<file path="src/rtl/nibble_packer_if.sv">
// Nibble-in / byte-out handshake bundle for nibble_packer.
//   in_nib/in_valid/in_first/in_ready : nibble stream toward the packer
//   out_data/out_valid/out_ready/out_swap : packed byte stream toward the swapper
// master = upstream/consumer side (testbench), slave = packer side.
interface nibble_packer_if;
  logic [3:0] in_nib;
  logic       in_valid;
  logic       in_first;
  logic       in_ready;
  logic [7:0] out_data;
  logic       out_valid;
  logic       out_ready;
  logic       out_swap;

  modport master (
    output in_nib, in_valid, in_first, out_ready,
    input  in_ready, out_data, out_valid, out_swap
  );
  modport slave (
    input  in_nib, in_valid, in_first, out_ready,
    output in_ready, out_data, out_valid, out_swap
  );
endinterface

</file>
<file path="src/rtl/nibble_packer.sv">
// nibble_packer: pairs a 4-bit nibble stream into bytes (high nibble first),
// buffers them in a DEPTH-entry FIFO and presents them to the nibble swapper.
// Ports:
//   clk      rising-edge clock
//   reset    asynchronous active-low reset
//   bus      nibble_packer_if.slave (nibble in, byte out, out_swap strobe)
//   sync_err sticky framing-error flag, cleared by clr_err
//   byte_cnt saturating count of bytes written into the FIFO
//   clr_err  synchronous clear of sync_err, wins over a same-cycle set
module nibble_packer #(
  parameter int DEPTH = 4,
  parameter int CNT_W = 16
) (
  input  logic             clk,
  input  logic             reset,
  nibble_packer_if.slave   bus,
  output logic             sync_err,
  output logic [CNT_W-1:0] byte_cnt,
  input  logic             clr_err
);
  localparam int AW = $clog2(DEPTH);

  typedef enum logic {IDLE, HALF} state_t;

  state_t              state, state_nx;
  logic [3:0]          hi_q;
  logic [DEPTH-1:0][7:0] mem;
  logic [AW:0]         wr_ptr, rd_ptr;
  logic                full, empty, pop, accept;
  logic                latch_hi, push, err_set;

  assign empty = (wr_ptr == rd_ptr);
  assign full  = (wr_ptr[AW] != rd_ptr[AW]) && (wr_ptr[AW-1:0] == rd_ptr[AW-1:0]);
  assign pop   = ~empty & bus.out_ready;

  assign bus.out_valid = ~empty;
  assign bus.out_data  = mem[rd_ptr[AW-1:0]];
  assign bus.out_swap  = pop;

  // A high nibble never needs FIFO space; a low nibble may use the slot freed
  // by a same-cycle pop. Gated by reset so nothing is accepted while held.
  assign bus.in_ready = reset & ((state == IDLE) | ~full | pop);
  assign accept       = bus.in_valid & bus.in_ready;

  always_comb begin
    state_nx = state;
    latch_hi = 1'b0;
    push     = 1'b0;
    err_set  = 1'b0;
    if (accept) begin
      case (state)
        IDLE: begin
          if (bus.in_first) begin
            latch_hi = 1'b1;
            state_nx = HALF;
          end else begin
            err_set = 1'b1;           // orphan low nibble is dropped
          end
        end
        HALF: begin
          if (bus.in_first) begin
            err_set  = 1'b1;          // restart byte with the new high nibble
            latch_hi = 1'b1;
          end else begin
            push     = 1'b1;
            state_nx = IDLE;
          end
        end
        default: state_nx = IDLE;
      endcase
    end
  end

  always_ff @(posedge clk or negedge reset) begin
    if (!reset) begin
      state <= IDLE;
      hi_q  <= '0;
    end else begin
      state <= state_nx;
      if (latch_hi) hi_q <= bus.in_nib;
    end
  end

  // Storage is cleared on reset so out_data reads 0 before the first push.
  always_ff @(posedge clk or negedge reset) begin
    if (!reset) begin
      mem    <= '0;
      wr_ptr <= '0;
      rd_ptr <= '0;
    end else begin
      if (push) begin
        mem[wr_ptr[AW-1:0]] <= {hi_q, bus.in_nib};
        wr_ptr <= wr_ptr + 1'b1;
      end
      if (pop) rd_ptr <= rd_ptr + 1'b1;
    end
  end

  always_ff @(posedge clk or negedge reset) begin
    if (!reset) begin
      byte_cnt <= '0;
      sync_err <= 1'b0;
    end else begin
      if (push && (byte_cnt != {CNT_W{1'b1}})) byte_cnt <= byte_cnt + 1'b1;
      if (clr_err)      sync_err <= 1'b0;
      else if (err_set) sync_err <= 1'b1;
    end
  end
endmodule

</file>
<file path="src/flat_wrapper.sv">
// flat-port wrapper written by rule: the top's interface ports become plain ports
module nibble_packer_flat 
#(
  parameter int DEPTH = 4,
  parameter int CNT_W = 16
)
  (clk, reset, sync_err, byte_cnt, clr_err, bus_in_nib, bus_in_valid, bus_in_first, bus_out_ready, bus_in_ready, bus_out_data, bus_out_valid, bus_out_swap);
  nibble_packer_if bus_i ();
  input  logic clk;
  input  logic reset;
  output logic sync_err;
  output logic [CNT_W-1:0] byte_cnt;
  input  logic clr_err;
  input wire logic [$bits(bus_i.in_nib)-1:0] bus_in_nib;
  input wire logic [$bits(bus_i.in_valid)-1:0] bus_in_valid;
  input wire logic [$bits(bus_i.in_first)-1:0] bus_in_first;
  input wire logic [$bits(bus_i.out_ready)-1:0] bus_out_ready;
  output wire logic [$bits(bus_i.in_ready)-1:0] bus_in_ready;
  output wire logic [$bits(bus_i.out_data)-1:0] bus_out_data;
  output wire logic [$bits(bus_i.out_valid)-1:0] bus_out_valid;
  output wire logic [$bits(bus_i.out_swap)-1:0] bus_out_swap;
  assign bus_i.in_nib = bus_in_nib;
  assign bus_i.in_valid = bus_in_valid;
  assign bus_i.in_first = bus_in_first;
  assign bus_i.out_ready = bus_out_ready;
  assign bus_in_ready = bus_i.in_ready;
  assign bus_out_data = bus_i.out_data;
  assign bus_out_valid = bus_i.out_valid;
  assign bus_out_swap = bus_i.out_swap;
  nibble_packer #(.DEPTH(DEPTH), .CNT_W(CNT_W)) u_core (.clk(clk), .reset(reset), .bus(bus_i), .sync_err(sync_err), .byte_cnt(byte_cnt), .clr_err(clr_err));
endmodule
</file>
<file path="config.mk">
export PLATFORM = sky130hd
export DESIGN_NAME = nibble_packer_flat
export DESIGN_NICKNAME = d
export VERILOG_FILES = /design/src/rtl/nibble_packer_if.sv /design/src/rtl/nibble_packer.sv /design/src/flat_wrapper.sv
export SDC_FILE = /design/constraint.sdc
export NUM_CORES = 1
export LEC_CHECK = 0
export ABC_AREA = 1
export BUFFER_PORTS_ARGS = -buffer_cell sky130_fd_sc_hd__buf_2
export CORE_ASPECT_RATIO = 1.2
export CORE_UTILIZATION = 45
export DETAILED_ROUTE_END_ITERATION = 10
export PLACE_DENSITY_LB_ADDON = 0.3
export SYNTH_ARGS = -nofsm -noshare
export SYNTH_HDL_FRONTEND = slang
export SYNTH_SLANG_ARGS = --single-unit
</file>
<file path="constraint.sdc">
create_clock -name clk -period 4.01 [get_ports clk]
set_input_delay 0.401 -clock clk [delete_from_list [all_inputs] [get_ports clk]]
set_output_delay 0.401 -clock clk [all_outputs]
set_load 0.01 [all_outputs]
</file>
Yosys cells after proc, flatten, opt, wreduce, memory -nomap -nowiden
Index checks and enable logic that the tools add are counted.
{"block": "word_totals", "elab_cells": 46, "mem_bits_ro": 0, "memories": 0, "latch_bits": 0, "ff_bits": 60, "output_inout_bits": 28, "inputBits": 10, "ram_bits": 0}
{"block": "op_classes", "eq_ne": 4, "mux": 14, "mul": 0, "n_shift": 0, "order_cmp": 3, "n_reduce_logical": 4, "div_mod_pow": 0, "bitwise": 8, "add_sub_neg": 3}
{"op": "$bwmux W32", "count": 1}
{"op": "$add A16 B1 Y16 const B", "count": 1}
{"op": "$bmux W8 S2", "count": 1}
{"op": "$demux W8 S2", "count": 1}
{"op": "$mux W8", "count": 2}
{"op": "$ne A16 B16 Y1 const B", "count": 1}
{"op": "$mux W1", "count": 8}
{"op": "$add A3 B1 Y3 const B", "count": 2}
{"op": "$lt A2 B3 Y1 const B", "count": 2}
{"op": "$and A1 B1 Y1", "count": 3}
{"op": "$eq A3 B3 Y1", "count": 1}
{"op": "$logic_and A1 B1 Y1", "count": 3}
{"op": "$not A1 Y1", "count": 3}
{"op": "$eq A2 B2 Y1", "count": 1}
{"op": "$ge A2 B1 Y1 const B", "count": 1}
{"op": "$or A1 B1 Y1", "count": 2}
{"op": "$pmux W1 S2", "count": 1}
{"op": "$reduce_bool A2 Y1", "count": 1}
{"op": "$ne A1 B1 Y1", "count": 1}

Logic depth before layout (Yosys ltp)
{"block": "depth", "depth_word": 10, "depth_mapped": 11, "ltp_nobuf": 9}

Worst setup path before layout
Ideal clock, no wire load.
{"block": "synth_timing", "path_type": "flip-flop to flip-flop", "from": "register u_core.byte_cnt[0]", "to": "register u_core.byte_cnt[2]", "setup_ns": 0.121, "path_slack_ns": 2.440, "path_stages_with_launch": 8, "t_required_ns": 3.889, "period_less_slack_ns": 1.570, "n_path_buf": 1, "t_arrival_ns": 1.449, "path_cell_list": "dfrtp_1 ha_1 nand2_1 nor2_2 nand4_1 buf_2 nand3_1 nand2_1"}
{"block": "synth_via", "elab_chain_cells": 2, "word_cells_on_any_way": 3, "cone_classes": "add/sub (1); eq/ne (1); reduce/logical (1)"}
{"item": "start: declaration", "line_no": "nibble_packer.sv:18", "rtl": "output logic [CNT_W-1:0] byte_cnt,"}
{"item": "start signal: assignment", "line_no": "nibble_packer.sv:104", "rtl": "if (push && (byte_cnt != {CNT_W{1'b1}})) byte_cnt <= byte_cnt + 1'b1;"}
{"item": "parallel branches: the longest is 2 deep, another holds $add A16 B1 Y16"}
Parallel ways; which one is timed is not known.
A chain may end at the register's enable or synchronous reset.

Worst setup path in the final report
{"block": "layout_timing", "from": "register u_core.rd_ptr[0]", "to": "register u_core.byte_cnt[1]"}
{"block": "layout_via", "elab_chain_cells": 9, "word_cells_on_any_way": 12, "cone_classes": "eq/ne (2); mux (1); bitwise (7); reduce/logical (2)"}
{"item": "start: declaration", "line_no": "nibble_packer.sv:28", "rtl": "logic [AW:0] wr_ptr, rd_ptr;"}
{"item": "start signal: assignment", "line_no": "nibble_packer.sv:95", "rtl": "if (pop) rd_ptr <= rd_ptr + 1'b1;"}
{"item": "$eq A2 B2 Y1", "line_no": "nibble_packer.sv:33", "rtl": "assign full = (wr_ptr[AW] != rd_ptr[AW]) && (wr_ptr[AW-1:0] == rd_ptr[AW-1:0]);"}
{"item": "$logic_and A1 B1 Y1", "line_no": "nibble_packer.sv:33"}
{"item": "$not A1 Y1", "line_no": "nibble_packer.sv:42", "rtl": "assign bus.in_ready = reset & ((state == IDLE) | ~full | pop);"}
{"item": "$or A1 B1 Y1", "line_no": "nibble_packer.sv:42"}
{"item": "$or A1 B1 Y1 *", "line_no": "nibble_packer.sv:42"}
{"item": "$and A1 B1 Y1 *", "line_no": "nibble_packer.sv:42"}
{"item": "$and A1 B1 Y1 *", "line_no": "nibble_packer.sv:43", "rtl": "assign accept = bus.in_valid & bus.in_ready;"}
{"item": "$mux W1 *", "line_no": "nibble_packer.sv:50", "rtl": "if (accept) begin"}
{"item": "$logic_and A1 B1 Y1 *", "line_no": "nibble_packer.sv:104"}
Mark *: on every way between the ends. The rest lies on a longest branch, timed or not.

==> metrics.cfg <==
[floorplanning]
fp.coreArea_sq_um = 7620
die_w_um = 82.8
fp.dieH_um = 99.0
num_io_pins = 38
row_count = 35
die_area_sq_um = 8190
start_util = 0.463

[logic_synthesis]
seq_area_frac_synth = 0.426
async_reset_ff_frac = 1.00
ys_dominant_reg_cell = dfrtp_1
netlist_area_sq_um = 3530
syn_avg_cell_area_sq_um = 7.87
synth_top_family_by_area = simple AND/OR/NAND/NOR gates
synth-adder-area-share = 0.0248
syn_nets = 465
synth_xor_area_frac = 0.0298
muxShareOfSynthArea = 0
synthCells = 448
ys_ff_latch = 60
synth_cell_types = 29
synth_compound_area_frac = 0.164
yosys_warnings = 0
synthSimpleGateAreaFrac = 0.241
synth-edff-count = 0

[timing]
setup_viol = 0
report.final.slew_viol_count = 0
layout_setup_ws_ns = 1.58
grt_setup_unrepaired = no
final.min_clock_period_ns = 2.43
worst_clock_skew_ns = 0.00896
fin_crit_sh = 0.607
worst_pin_slew_ns = 0.797
fmax_ghz = 0.411
finalHoldViolCount = 0
whs_ns = 0.206
tns_ns = 0
slew_headroom = 0.469

[critical_path]
required_ns = 4.23
crit_slowest_cell = dfrtp_1
reg2reg_from = u_core.rd_ptr[0]$_DFFE_PN0P_
crit_type = flop to flop
r2r-end = u_core.byte_cnt[1]$_DFFE_PN0P_
path_max_fanout = 26
crit_path_max_incr_delay_ns = 0.52
end_kind = flop
critPathArrivalTime_ns = 2.65
cp_common_cell = nand2_1
cp-start-kind = flop
crit_family = simple AND/OR/NAND/NOR gates
reg2reg_slack_ns = 1.58
critical_path.cell_chain = inv_4 > nand2_1 > nand2_2 > nor2_4 > nand2_4 > nand4_2 > buf_4 > o21bai_1 > nand2_1
crit_buf_inv = 2
r2r_cells = 9

[min_path]
min_from = clr_err
min_to = u_core.sync_err$_DFFE_PN0P_
hold_depth = 2
hold_path.class = input pin to flop

[clocking]
cts_resized = 0
root_buffer = clkbuf_8
clkSlewWorstSetupHoldPaths_ns = 0.07
postCtsSetupBuffers = 0
h-tree-depth = 3
cts_hold_buf = 0
tritoncts = built
clock_path_buffers = 2
clkSinkCount = 60
insertion_delay_ns = 0.33
cts_made_buffers = 9

[power_and_ir_drop]
powerDensity_nw_per_um2 = 627
ir_worst_vdd_mv = 0.356
power_leakage_nw = 2.08

[detailed_routing]
drtAntennaViolNets = 0
drcViolationCount = 0
wl_um = 8420
wl_per_cell_um = 14.7
vias = 3007
detailedRoute.firstIterationViolations = 191
firstDrtPassIters = 4
viasPerCell = 5.25

[placed_design]
hpwl_um = 5670
port_buffers = 37
gp_congestion = 0.808
place_area_sq_um = 3700
pre_cts_slack_ns = 1.58

[cells_and_area]
area_growth_pct = 10.4
drive_gt1_frac = 0.131
nFillCells = 753
fin_nets = 495
regArea_sq_um = 1500
n_antenna_cell = 0
final_cell_area_sq_um = 3890
final_util = 0.511
multi_input_comb_area_sq_um = 1620

[grt]
grt_pass1_wl_um = 14300
grt_overflow = 0
grt_pass1_vias = 2970
grt_max_degree = 63
grt_usage = 0.219
grt_antenna_before_repair = 0

[run]
maxCapViolCount = 0

[outcome]
status = finished clean

-- worst register-to-register path, stage by stage (launching register included) --
cell,delay [ns]
dfrtp_1,0.52
inv_4,0.27
nand2_1,0.10
nand2_2,0.09
nor2_4,0.05
nand2_4,0.07
nand4_2,0.51
buf_4,0.48
o21bai_1,0.18
nand2_1,0.07
-- stage by stage --
stage | power (mW) | std cells
final | 2.44 | 573
after CTS | 2.45 | 573
after floorplan | 1.60 | 448
after global routing | 2.61 | 573
after global placement | 1.87 | 559
after detailed placement | 1.90 | 559
-- synthesized netlist by cell type (5+ instances only) --
cell,instances,area [sq um]
nand2_1,105,394
buf_6,7,78.8
o21bai_1,48,360
clkbuf_1,7,26.3
inv_1,68,255
xor2_1,11,96.3
o21ai_0,15,75.1
nand3_1,56,280
ha_1,7,87.6
buf_2,5,25.0
a21oi_1,25,125
nor2_1,12,45.0
dfrtp_1,60,1500
-- cells in the final DEF, fill, tap and decap left out, drive strengths merged, types with 3 or more instances in the layout --
master / count
buf: 39
o21ai: 17
o21bai: 48
nand4: 3
a21oi: 25
nor2: 17
inv: 70
nor3: 3
nand3: 57
xor2: 11
ha: 7
dfrtp: 60
clkbuf: 12
nand2: 107
-- report_power, final --
part           leakage [nW]  switching [mW]  total, mW  internal [mW]
registers             0.633           0.141      0.943          0.802
logic                  1.35           0.602      0.953          0.351
clock network        0.0983           0.230      0.544          0.313
total                  2.08           0.973       2.44           1.47
-- flip-flops by register name (all words and copies together) (netlist names) --
register         count
u_core.state         1
u_core.mem          32
u_core.hi_q          4
u_core.byte_cnt     16
u_core.rd_ptr        3
u_core.sync_err      1
u_core.wr_ptr        3
-- kinds of logic (layout without fill, tap and decap cells) --
family,count (synthesis),in the layout
AND/OR/NAND/NOR,188,188
XOR/XNOR,12,12
adder cells (fa/ha/maj),7,7
AO/OA/AOI/OAI,91,91
buffers and inverters,90,123
flip-flops,60,60
-- layout make-up --
| type | count | area share |
|---|---|---|
| inverters | 70 | 0.0681 |
| well taps | 92 | 0.0296 |
| clock buffers | 12 | 0.0398 |
| repair buffers | 39 | 0.0514 |
| clock inverters | 2 | 0.00900 |
| flip-flops and latches | 60 | 0.386 |
| multi-input cells | 298 | 0.416 |
-- layer usage --
| metal | global-route usage | up-vias | routed length, um |
|---|---|---|---|
| li1 | - | 1491 | - |
| met1 | 0.274 | 1429 | 3660 |
| met2 | 0.374 | 74 | 4190 |
| met3 | 0.0469 | 13 | 396 |
| met4 | 0.0796 | 0 | 168 |
| met5 | 0 | - | 0 |
-- worst max path at each step --
stage	startpoint	to	slack [ns]	cells after the start
5_1_grt	u_core.rd_ptr[0]$_DFFE_PN0P_	u_core.mem[22]$_DFFE_PN0P_	1.38	9
3_5_place_dp	reset	u_core.mem[2]$_DFFE_PN0P_	1.58	6
2_1_floorplan	u_core.byte_cnt[0]$_DFFE_PN0P_	u_core.byte_cnt[2]$_DFFE_PN0P_	2.44	7
4_1_cts	u_core.rd_ptr[0]$_DFFE_PN0P_	u_core.byte_cnt[1]$_DFFE_PN0P_	1.60	9
3_3_place_gp	reset	u_core.mem[30]$_DFFE_PN0P_	1.61	6
6_report	u_core.rd_ptr[0]$_DFFE_PN0P_	u_core.byte_cnt[1]$_DFFE_PN0P_	1.58	9
Power figures use the tool's default switching activity.
